--- config.mk ---
export PLATFORM = sky130hd
export DESIGN_NAME = imm_gen_pipe
export DESIGN_NICKNAME = d
export VERILOG_FILES = /design/src/rtl/imm_gen_pipe.sv
export SDC_FILE = /design/constraint.sdc
export NUM_CORES = 1
export LEC_CHECK = 0
export BUFFER_PORTS_ARGS = -buffer_cell sky130_fd_sc_hd__buf_2
export CORE_AREA = 2 2 121 123
export CTS_CLUSTER_SIZE = 40
export DETAILED_ROUTE_END_ITERATION = 10
export DIE_AREA = 0 0 123 125
export GPL_TIMING_DRIVEN = 0
export PLACE_DENSITY = 0.79
export SETUP_SLACK_MARGIN = 0.3
export SYNTH_ARGS = -nofsm -noshare
export SYNTH_HDL_FRONTEND = slang
export SYNTH_SLANG_ARGS = --single-unit
--- constraint.sdc ---
create_clock -name clk -period 2.4 [get_ports clk]
set_input_delay 0.48 -clock clk [delete_from_list [all_inputs] [get_ports clk]]
set_output_delay 0.48 -clock clk [all_outputs]
set_load 0.05 [all_outputs]
--- src/rtl/imm_gen_pipe.sv ---
`default_nettype none
// +--------------------------------------------------------------------------+
// | Module : imm_gen_pipe                                                    |
// | Brief  : RV32I/RV64I immediate decoder with an output FIFO behind        |
// |          valid/ready handshakes, plus a saturating illegal-opcode count. |
// | Rev    : 1.0  initial release                                            |
// +--------------------------------------------------------------------------+
module imm_gen_pipe #(
  parameter int XLEN  = 32,
  parameter int DEPTH = 2,
  parameter int TAG_W = 32
) (
  input  logic             clk,
  input  logic             rst_n,
  input  logic             flush,
  input  logic             cnt_clr,
  input  logic             in_valid,
  output logic             in_ready,
  input  logic [31:0]      in_inst,
  input  logic [TAG_W-1:0] in_tag,
  output logic             out_valid,
  input  logic             out_ready,
  output logic [XLEN-1:0]  out_imm,
  output logic [2:0]       out_fmt,
  output logic             out_illegal,
  output logic [TAG_W-1:0] out_tag,
  output logic [15:0]      illegal_cnt
);

  localparam int AW = (DEPTH > 1) ? $clog2(DEPTH) : 1;
  localparam logic [AW:0] FULL_COUNT = DEPTH[AW:0];

  localparam logic [2:0] FMT_NONE = 3'd0;
  localparam logic [2:0] FMT_I    = 3'd1;
  localparam logic [2:0] FMT_S    = 3'd2;
  localparam logic [2:0] FMT_B    = 3'd3;
  localparam logic [2:0] FMT_U    = 3'd4;
  localparam logic [2:0] FMT_J    = 3'd5;
  localparam logic [2:0] FMT_SH   = 3'd6;
  localparam logic [2:0] FMT_Z    = 3'd7;

  localparam logic [6:0] OP_LUI    = 7'b0110111;
  localparam logic [6:0] OP_AUIPC  = 7'b0010111;
  localparam logic [6:0] OP_JAL    = 7'b1101111;
  localparam logic [6:0] OP_JALR   = 7'b1100111;
  localparam logic [6:0] OP_LOAD   = 7'b0000011;
  localparam logic [6:0] OP_IMM    = 7'b0010011;
  localparam logic [6:0] OP_IMM32  = 7'b0011011;
  localparam logic [6:0] OP_STORE  = 7'b0100011;
  localparam logic [6:0] OP_BRANCH = 7'b1100011;
  localparam logic [6:0] OP_SYSTEM = 7'b1110011;
  localparam logic [6:0] OP_OP     = 7'b0110011;
  localparam logic [6:0] OP_OP32   = 7'b0111011;
  localparam logic [6:0] OP_FENCE  = 7'b0001111;

  logic [6:0]      opcode;
  logic [2:0]      funct3;
  logic            is_shift;
  logic [31:0]     imm32;     // immediate already sign/zero-extended to 32 bits
  logic            sx;        // extend imm32[31] into the upper XLEN-32 bits
  logic [XLEN-1:0] dec_imm;
  logic [2:0]      dec_fmt;
  logic            dec_ill;

  logic [TAG_W-1:0] tag_mem [DEPTH];
  logic [XLEN-1:0]  imm_mem [DEPTH];
  logic [2:0]       fmt_mem [DEPTH];
  logic             ill_mem [DEPTH];
  logic [AW-1:0]    wr_ptr;
  logic [AW-1:0]    rd_ptr;
  logic [AW:0]      count;
  logic             push;
  logic             pop;

  assign opcode   = in_inst[6:0];
  assign funct3   = in_inst[14:12];
  assign is_shift = (funct3 == 3'b001) || (funct3 == 3'b101);

  // Immediate decode; unsupported opcodes yield a zero immediate and the illegal flag.
  always_comb begin
    imm32   = '0;
    sx      = 1'b0;
    dec_fmt = FMT_NONE;
    dec_ill = 1'b0;
    case (opcode)
      OP_LUI, OP_AUIPC: begin
        dec_fmt = FMT_U;
        imm32   = {in_inst[31:12], 12'b0};
        sx      = 1'b1;
      end
      OP_JAL: begin
        dec_fmt = FMT_J;
        imm32   = {{11{in_inst[31]}}, in_inst[31], in_inst[19:12], in_inst[20],
                   in_inst[30:21], 1'b0};
        sx      = 1'b1;
      end
      OP_JALR, OP_LOAD: begin
        dec_fmt = FMT_I;
        imm32   = {{20{in_inst[31]}}, in_inst[31:20]};
        sx      = 1'b1;
      end
      OP_IMM: begin
        if (is_shift) begin
          dec_fmt = FMT_SH;
          // RV64 shifts use a 6-bit shamt, RV32 a 5-bit one
          if (XLEN == 64) imm32 = {26'b0, in_inst[25:20]};
          else            imm32 = {27'b0, in_inst[24:20]};
        end else begin
          dec_fmt = FMT_I;
          imm32   = {{20{in_inst[31]}}, in_inst[31:20]};
          sx      = 1'b1;
        end
      end
      OP_IMM32: begin
        if (XLEN != 64) begin
          dec_ill = 1'b1;
        end else if (is_shift) begin
          dec_fmt = FMT_SH;
          imm32   = {27'b0, in_inst[24:20]};
        end else begin
          dec_fmt = FMT_I;
          imm32   = {{20{in_inst[31]}}, in_inst[31:20]};
          sx      = 1'b1;
        end
      end
      OP_STORE: begin
        dec_fmt = FMT_S;
        imm32   = {{20{in_inst[31]}}, in_inst[31:25], in_inst[11:7]};
        sx      = 1'b1;
      end
      OP_BRANCH: begin
        dec_fmt = FMT_B;
        imm32   = {{19{in_inst[31]}}, in_inst[31], in_inst[7], in_inst[30:25],
                   in_inst[11:8], 1'b0};
        sx      = 1'b1;
      end
      OP_SYSTEM: begin
        if (funct3[2]) begin
          dec_fmt = FMT_Z;
          imm32   = {27'b0, in_inst[19:15]};
        end
      end
      OP_OP, OP_FENCE: begin
        dec_fmt = FMT_NONE;
      end
      OP_OP32: begin
        if (XLEN != 64) dec_ill = 1'b1;
      end
      default: begin
        dec_ill = 1'b1;
      end
    endcase
  end

  assign dec_imm = XLEN'({{32{sx & imm32[31]}}, imm32});

  assign in_ready  = (count < FULL_COUNT);
  assign out_valid = (count != '0);
  assign push      = in_valid && in_ready;
  assign pop       = out_valid && out_ready;

  // FIFO pointers and occupancy; flush wins over any same-cycle push or pop.
  always_ff @(posedge clk or negedge rst_n) begin
    if (!rst_n) begin
      wr_ptr <= '0;
      rd_ptr <= '0;
      count  <= '0;
    end else if (flush) begin
      wr_ptr <= '0;
      rd_ptr <= '0;
      count  <= '0;
    end else begin
      if (push) wr_ptr <= wr_ptr + 1'b1;
      if (pop)  rd_ptr <= rd_ptr + 1'b1;
      case ({push, pop})
        2'b10:   count <= count + 1'b1;
        2'b01:   count <= count - 1'b1;
        default: count <= count;
      endcase
    end
  end

  // FIFO storage; cleared on reset so the head presents zeros when empty.
  always_ff @(posedge clk or negedge rst_n) begin
    if (!rst_n) begin
      for (int i = 0; i < DEPTH; i++) begin
        imm_mem[i] <= '0;
        fmt_mem[i] <= '0;
        ill_mem[i] <= 1'b0;
        tag_mem[i] <= '0;
      end
    end else if (push && !flush) begin
      imm_mem[wr_ptr] <= dec_imm;
      fmt_mem[wr_ptr] <= dec_fmt;
      ill_mem[wr_ptr] <= dec_ill;
      tag_mem[wr_ptr] <= in_tag;
    end
  end

  // Saturating count of accepted illegal instructions; clear has priority.
  always_ff @(posedge clk or negedge rst_n) begin
    if (!rst_n) begin
      illegal_cnt <= '0;
    end else if (cnt_clr) begin
      illegal_cnt <= '0;
    end else if (push && !flush && dec_ill && (illegal_cnt != 16'hFFFF)) begin
      illegal_cnt <= illegal_cnt + 16'd1;
    end
  end

  assign out_imm     = imm_mem[rd_ptr];
  assign out_fmt     = fmt_mem[rd_ptr];
  assign out_illegal = ill_mem[rd_ptr];
  assign out_tag     = tag_mem[rd_ptr];

endmodule
`default_nettype wire

==> results of run 1 <==
## what timing repair did
| action | CTS | global route |
|---|---|---|
| hold endpoints to repair | 0 | 0 |
| gates resized for setup | 180 | 45 |
| setup buffers | 3 | 0 |
| setup endpoints to repair | 108 | 171 |
| cloned | 2 | 5 |
| hold buffers | 0 | 0 |
## registers in the layout, summed over array words and instances, names as in the netlist
signal,flops
ill_mem,2
count,2
illegal_cnt,16
tag_mem,64
rd_ptr,1
wr_ptr,1
imm_mem,64
fmt_mem,6
## cell usage in the layout (no fill, tap or decap), types with 3 or more instances in the layout
cell type / count
o31ai_1: 25
nor2_1: 12
dfrtp_2: 4
nand2b_1: 3
nor2b_1: 3
nand3_1: 9
mux2_2: 57
o21ai_0: 38
and2_1: 3
a21oi_1: 42
dfrtp_1: 152
or4_1: 11
inv_1: 12
nand4_1: 10
a22oi_1: 9
o21ai_1: 27
buf_2: 89
clkbuf_16: 24
or3_1: 4
clkbuf_1: 20
buf_8: 14
clkbuf_8: 6
nand2_1: 286
buf_6: 64
clkbuf_2: 18
mux2_4: 12
## worst max path at each step
stage	start	to	slack, ps	depth (start not counted)
floorplan	illegal_cnt[5]	illegal_cnt[6]	330	5
global placement	rst_n	illegal_cnt[3]	-1750	1
detailed placement	rd_ptr	out_tag[19]	-240	5
CTS	rd_ptr	out_imm[11]	190	5
global route	rd_ptr	out_imm[11]	170	5
finish	rd_ptr	out_imm[11]	200	5
## where the power goes
part / switching (mW) / total [mW] / internal [mW]
combinational: 1.30 / 2.12 / 0.827
sequential: 0.184 / 3.16 / 2.97
clock: 1.02 / 2.62 / 1.60
## final cells by class
type / instances / share of cell area
sequential: 156 / 0.391
multi-input combinational: 595 / 0.341
timing repair buffer: 161 / 0.141
clock buffer: 28 / 0.0527
buffer: 54 / 0.0413
tap: 184 / 0.0230
clock inverter: 4 / 0.00513
inverter: 13 / 0.00488
## per-stage QoR
stage               area, um^2  TNS, ps  std cells  power [mW]  worst slack, ps
global route              9990        0       1195        8.24              172
CTS                       9840        0       1190        7.87              191
detailed placement        8570    -2200       1153        4.91             -235
finish                    9990        0       1195        7.90              202
floorplan                 7560        0        818        4.45              325
global placement          8540  -228730       1152        4.85            -1750
## worst max-delay path, delay by kind of cell (launching register included)
kind	cells	cell delay [ps]
DFF	1	380
muxes	1	320
buffers and inverters	4	590
## kinds of logic after synthesis
kind of cell	after synthesis	share of synthesized area
fa+ha+maj	1	0.00166
compound gates	157	0.125
xor+xnor	2	0.00232
buf+inv	67	0.0371
simple gates	366	0.214
flops	156	0.517
mux	69	0.103
## routing by layer
layer	part of all wire	up-vias	track usage
met3	0.061	47	0.0652
met1	0.41	3387	0.363
met2	0.50	257	0.451
met5	0	-	0
met4	0.034	0	0.120
li1	-	3172	-
==> metrics.txt, run 1 <==
Hold Violations, Final=0; leading cell type by number of instances after synthesis=nand2_1; Clock Latency Late Sink=430 ps; CTS root buf=clkbuf_16; CP dominant cell by count=buf_8; DRC Markers=0; maximum vdd drop=581 uV; leakage power=4.79 nW; post-synth cell types=61; number of CTS-inserted buffers=17; Clock Skews=6.40 ps; Power per Cell Area=790 mW/mm^2; vias per cell=5.74; initial antenna violation count=0; worst r2r src=count[1]; first-pass iteration count of the detailed router=5; Fmax=0.455 GHz; Final min period=2200 ps; critical path arrival=1720 ps; top-area cell type share of the netlist area=0.517; core box area=0.0142 mm^2; Tightest Pin Transition=701 ps; slowest CP cell=dfrtp_1; Post-synth EDFFs=0; H-tree depth=4; Initial Util=0.532; worst hold margin=58.5 ps; sequential cell area=0.00391 mm^2; wire per inst=17.5 um; post-layout util=0.703; Final #Nets=1069; Yosys warnings=0; clock transition at the registers of the reported paths=60 ps; global-route wire length before repair=33.9 mm; global placement routability congestion=0.957; Die ar.=0.0154 mm^2; RSZ-0062 raised after global routing=yes; critical path required time=1920 ps; most common library cells after synthesis=nand2_1 (286), dfrtp_1 (156), mux2_2 (68); CP max stage delay=380 ps; hold crit path type=in2async; Placement Rows=44; die span in y=125 um; relative slew slack=0.531; multi-input logic area=0.00341 mm^2; Synth Register Bits=156; Syn-to-layout area delta=32.3%; number of max-cap violations=0; # setup viols final=0; area leader, netlist=dfrtp_1; largest cells by area after synthesis=dfrtp_1 (52%), nand2_1 (14%), mux2_2 (10%); r2r worst-path depth=6; outcome=complete, no violations; Crit. End Element=primary output; Final period util=0.916; DR vias=6863; fraction of layout cells with a size suffix above 1=0.310; die width=123 um; I/O pins=156; Syn Nets=889; Max Buffers Root-to-Sink=2; Antenna Cells=0; DP HPWL=13.7 mm; Post-Syn Area=0.00755 mm^2; final wirelength=21.0 mm; CTS tree=yes; Slew Limit Fails=0; worst-path cell chain=buf_8, buf_12, clkbuf_16, mux2_4, buf_8; startpoint types=register; Iter 0 DRT Violations=462; RR Endpoint=tag_mem[58]; Seq/Total Area, Yosys=0.517; pin count of the biggest net entering global routing=85; Sinks on Clock Net=156; Synth Instances=818; post-route ant nets=0; R2R setup slack=410 ps; vias in the first global route=6747; Syn Area/Cell=9.23 um^2; port buffer count=150; Async SR Flop Fraction=1.00; filler instances=1052; Synth Flop Type=dfrtp_1; CP Class=reg2out; grt ovf=0; crit path max fanout=5; global-route usage over all layers=0.280
Note: power is estimated with default switching activity, not from simulation.
==> run 2, diff against run 1 <==
--- a/config.mk
+++ b/config.mk
@@ -10,7 +10,6 @@
 export CTS_CLUSTER_SIZE = 40
 export DETAILED_ROUTE_END_ITERATION = 10
 export DIE_AREA = 0 0 123 125
-export GPL_TIMING_DRIVEN = 0
 export PLACE_DENSITY = 0.79
 export SETUP_SLACK_MARGIN = 0.3
 export SYNTH_ARGS = -nofsm -noshare
==> run 2 against run 1 <==
Against the previous run: global-route usage down 3.0 points; critical endpoint unchanged; clock skew about the same; non-clock buffer count down 43; utilization down 5.7 points; critical path depth down 2; largest power group unchanged; final area down 8.1%; worst hold slack worse by 42 ps; wire length down 14%.
==> metrics.txt, run 2 (synthesis results as in run 1) <==
CTS tree=yes; pin count of the biggest net entering global routing=56 (-34%); top flop regs=imm_mem x64, tag_mem x64, illegal_cnt x16; Fmax=0.462 GHz (+1.5%); Power per Cell Area=826 mW/mm^2 (+4.5%); Initial Util=0.532 (unchanged); final wirelength=18.0 mm (-14%); CP Class=reg2out; # setup viols final=0 (unchanged); logic gate share of total power=0.225 (-0.044); crit path max fanout=35 (+30); vias in the first global route=6347 (-5.9%); Slew Limit Fails=0 (unchanged); Final Power=7.58 mW (-4.0%); vias per cell=5.49 (-4.4%); number of max-cap violations=0 (unchanged); relative slew slack=0.327 (-0.204); sw power=2.42 mW (-3.3%); worst hold margin=16.3 ps (-42.2 ps); pre-CTS WS=123 ps (+358 ps); Crit. End Element=primary output; first-pass iteration count of the detailed router=4 (-1); startpoint types=register; DR vias=6323 (-7.9%); Sw Share=0.319 (+0.00238); fraction of layout cells with a size suffix above 1=0.305 (-0.00484); Die ar.=0.0154 mm^2 (unchanged); hold crit path type=in2async; DRC Markers=0 (unchanged); grt ovf=0 (unchanged); Final min period=2170 ps (-32.6 ps); Max Buffers Root-to-Sink=2 (unchanged); number of CTS-inserted buffers=17 (unchanged); global-route wire length before repair=30.5 mm (-10%); Syn-to-layout area delta=21.6%; clock transition at the registers of the reported paths=60 ps (about the same); die width=123 um (unchanged); die span in y=125 um (unchanged); CTS root buf=clkbuf_16; Antenna Cells=0 (unchanged); critical path required time=1920 ps (about the same); commonest non-fill, non-tap cell in the layout=nand2_1; outcome=complete, no violations; Flop pwr share=0.417 (+0.017); port buffer count=155 (+3.3%); core box area=0.0142 mm^2 (unchanged); fin worst setup slack=234 ps (+32.6 ps); Clock power frac=0.359 (+0.028); RSZ-0062 raised after global routing=yes; Final period util=0.902 (-0.0136); cell-internal power=5.16 mW (-4.3%); Sinks on Clock Net=156 (unchanged); I/O pins=156 (unchanged); # resized after CTS=0 (-100%); post-CTS setup buffer count=0 (-3); leakage power=4.53 nW (-5.5%); Hold Violations, Final=0 (unchanged); Clock Skews=6.79 ps (+0.382 ps); post-layout util=0.646 (-0.0570); most frequent cells in the layout=nand2_1 (285), buf_2 (154), dfrtp_1 (151), mux2_2 (68), a21oi_1 (42); maximum vdd drop=548 uV (-5.6%); Tightest Pin Transition=1000 ps (+302 ps); global-route usage over all layers=0.250 (-0.0301); post-route ant nets=0 (unchanged); wire per inst=15.7 um (-11%); DP HPWL=12.2 mm (-11%); initial antenna violation count=0 (unchanged); Final #Nets=1026 (-4.0%); filler instances=1182 (+12%); Iter 0 DRT Violations=367 (-21%); Placement Rows=44 (unchanged); setup TNS=0 ps (unchanged); H-tree depth=4 (unchanged); critical path arrival=1690 ps (-30 ps); global placement routability congestion=0.873 (-8.7%); Clock Latency Late Sink=420 ps (about the same)
run 2: cell count changes in the layout (fill, tap and decap cells not counted), sizes merged:
| cell | delta |
|---|---|
| clkinvlp | +2 |
| clkinv | +3 |
| clkbuf | -47 |
| buf | -2 |
| bufinv | +1 |
run 2: repair_timing:
item                                    in CTS  in global routing
hold endpoints to repair                     0                  0
endpoints found under the setup margin      68                 68
hold buffers                                 0                  0
run 2: final timing paths:
kind / start / endpoint / slack, ps / cells after the start
worst min-delay path: rst_n / tag_mem[8] / 20 / 1
min in group clk: in_tag[28] / tag_mem[60] / 260 / 3
worst max register to register: count[1] / illegal_cnt[12] / 450 / 5
max in group asynchronous: rst_n / tag_mem[13] / 1730 / 2
worst max-delay path: rd_ptr / out_imm[11] / 230 / 3
worst min register to register: tag_mem[51] / tag_mem[51] / 470 / 2
run 2: power groups by stage:
stage / registers, mW / logic [mW] / clock network [mW]
2_1_floorplan: 3.14 / 1.30 / 0
3_3_place_gp: 3.18 / 1.69 / 0
3_5_place_dp: 3.20 / 1.71 / 0
4_1_cts: 3.15 / 1.72 / 2.75
5_1_grt: 3.20 / 1.85 / 2.87
6_report: 3.16 / 1.70 / 2.72
run 2: final cells by class:
type                    instances  area (um^2)  share of cell area
clock buffers                  22          494              0.0538
well taps                     184          230              0.0251
multi-input cells             595         3380               0.368
flip-flops and latches        156         3910               0.426
repair buffers                172         1010               0.110
inverters                      13         48.8             0.00531
clock inverters                10          111              0.0121
run 2: critical path: stages (launching register included):
cell and delay, ps:
dfrtp_2 410, buf_12 230, mux2_2 390, buf_2 220
run 2: metrics by stage:
stage | std cells | cell area [um^2]
2_1_floorplan | 818 | 7560
3_3_place_gp | 1120 | 8580
3_5_place_dp | 1120 | 8580
4_1_cts | 1152 | 9180
5_1_grt | 1152 | 9180
6_report | 1152 | 9180
run 2: per-layer routing:
layer | routed length [um] | GRT usage | up-vias
li1 | - | - | 3068
met1 | 8150 | 0.336 | 3060
met2 | 8620 | 0.398 | 166
met3 | 838 | 0.0543 | 29
met4 | 416 | 0.0963 | 0
met5 | 0 | 0 | -
==> run 3, diff against run 2 <==
--- a/config.mk
+++ b/config.mk
@@ -7,9 +7,10 @@
 export LEC_CHECK = 0
 export BUFFER_PORTS_ARGS = -buffer_cell sky130_fd_sc_hd__buf_2
 export CORE_AREA = 2 2 121 123
-export CTS_CLUSTER_SIZE = 40
+export CTS_CLUSTER_SIZE = 30
 export DETAILED_ROUTE_END_ITERATION = 10
 export DIE_AREA = 0 0 123 125
+export HOLD_SLACK_MARGIN = 0.05
 export PLACE_DENSITY = 0.79
 export SETUP_SLACK_MARGIN = 0.3
 export SYNTH_ARGS = -nofsm -noshare
==> run 3 against run 2 <==
Against the previous run: final area grew 0.11%; sequential share of layout area about the same; highest routed layer unchanged; via count fell by 0.13%; largest power group unchanged.
==> metrics.txt, run 3 (synthesis results as in run 1) <==
Final Power=7.59 mW (about the same); hold path start=in_tag[28]; CP Class=reg2out; die span in y=125 um (unchanged); post-route ant nets=0 (unchanged); Initial Util=0.532 (unchanged); H-tree depth=4 (unchanged); Crit. End Element=primary output; initial antenna violation count=0 (unchanged); relative slew slack=0.328 (+0.000448); cell-internal power=5.17 mW (about the same); post-layout util=0.647 (+0.000705); critical path required time=1920 ps (about the same); Fmax=0.461 GHz (-0.11%); Final #Nets=1027 (+0.097%); Sw Share=0.319 (about the same); global-route wire length before repair=30.5 mm (about the same); global-route usage over all layers=0.250 (about the same); number of CTS-inserted buffers=17 (unchanged); core box area=0.0142 mm^2 (unchanged); multi-input logic area=0.00338 mm^2 (unchanged); Antenna Cells=0 (unchanged); sequential cell area=0.00391 mm^2 (unchanged); critical path arrival=1690 ps (about the same); global placement routability congestion=0.873 (unchanged); crit path max fanout=35 (unchanged); CTS root buf=clkbuf_16; CP startpoint=rd_ptr; vias per cell=5.48 (-0.21%); post-CTS setup buffer count=0 (unchanged); Flop pwr share=0.416 (about the same); Tightest Pin Transition=1000 ps (-0.668 ps); Max Buffers Root-to-Sink=2 (unchanged); Power per Cell Area=825 mW/mm^2 (about the same); Slew Limit Fails=0 (unchanged); most frequent cells in the layout=nand2_1 (285), buf_2 (154), dfrtp_1 (151), mux2_2 (68), a21oi_1 (42); Top Layer Used=met4; grt ovf=0 (unchanged); wire per inst=15.6 um (-0.14%); Syn-to-layout area delta=21.8%; RSZ-0062 raised after global routing=yes; maximum vdd drop=548 uV (about the same); fraction of layout cells with a size suffix above 1=0.304 (-0.000315); I/O pins=156 (unchanged); met1 WL=8.12 mm (-0.45%); leakage power=4.54 nW (about the same); Final period util=0.903 (+0.000995); clock transition at the registers of the reported paths=60 ps (about the same); DR vias=6315 (-0.13%); R2R setup slack=450 ps (about the same); sw power=2.42 mW (+0.12%); DRC Markers=0 (unchanged); CTS tree=yes; startpoint types=register; Final min period=2170 ps (+2.39 ps); Clock Latency Late Sink=420 ps (about the same); port buffer count=155 (unchanged); Clock Skews=6.84 ps (+0.0546 ps); filler instances=1182 (unchanged); vias in the first global route=6350 (+0.047%); number of max-cap violations=0 (unchanged); Clock power frac=0.359 (about the same); outcome=complete, no violations; Hold Violations, Final=0 (unchanged); Die ar.=0.0154 mm^2 (unchanged); setup TNS=0 ps (unchanged); worst r2r src=count[1]; logic gate share of total power=0.225 (about the same); die width=123 um (unchanged); Iter 0 DRT Violations=323 (-12%); # setup viols final=0 (unchanged); pin count of the biggest net entering global routing=56 (unchanged); Sinks on Clock Net=156 (unchanged); WL met2=8.64 mm (+0.20%); hold crit path type=in2reg; final wirelength=18.0 mm (about the same); met3 wire length=851 um (+1.6%); commonest non-fill, non-tap cell in the layout=nand2_1; DP HPWL=12.2 mm (unchanged); first-pass iteration count of the detailed router=4 (unchanged); top flop regs=imm_mem x64, tag_mem x64, illegal_cnt x16; Placement Rows=44 (unchanged)
run 3: worst max-delay path: stages (launching register included):
cell and delay (ps):
dfrtp_2 410, buf_12 230, mux2_2 390, buf_2 220
run 3: routing by layer:
layer / vias to the layer above / track usage
li1: 3073 / -
met1: 3046 / 0.337
met2: 167 / 0.398
met3: 29 / 0.0543
met4: 0 / 0.0963
met5: - / 0
run 3: repair_timing:
action | CTS | global route
setup endpoints to repair | 68 | 68
hold endpoints to repair | 52 | 0
resized for setup | 0 | 0
hold buffers | 1 | 0
run 3: power by group through the flow:
stage | Combinational [mW] | Clock [mW] | Sequential, mW
after floorplan | 1.30 | 0 | 3.14
after global placement | 1.69 | 0 | 3.18
after detailed placement | 1.71 | 0 | 3.20
after CTS | 1.72 | 2.75 | 3.15
after global routing | 1.86 | 2.87 | 3.20
final | 1.71 | 2.72 | 3.16
run 3: final cells by class:
cell class,count,area share
sequential,156,0.425
tap,184,0.0250
timing repair buffer,173,0.111
multi-input combinational,595,0.367
inverter,13,0.00531
clock inverter,10,0.0121
clock buffer,22,0.0538
run 3: per-stage QoR:
| stage | area [um^2] | std cells | hold WS (ps) | setup slack [ps] |
|---|---|---|---|---|
| after floorplan | 7560 | 818 | 184 | 325 |
| after global placement | 8580 | 1120 | 452 | 178 |
| after detailed placement | 8580 | 1120 | 458 | 123 |
| after CTS | 9190 | 1153 | 247 | 220 |
| after global routing | 9190 | 1153 | 252 | 192 |
| final | 9190 | 1153 | 261 | 232 |
run 3: worst paths after layout:
| path | depth (start not counted) | to |
|---|---|---|
| max | 3 | out_imm[11] |
| min | 3 | tag_mem[60] |
| max reg2reg | 5 | illegal_cnt[12] |
| min reg2reg | 2 | tag_mem[51] |
| max in group asynchronous | 3 | tag_mem[21] |
| min in group asynchronous | 2 | tag_mem[8] |
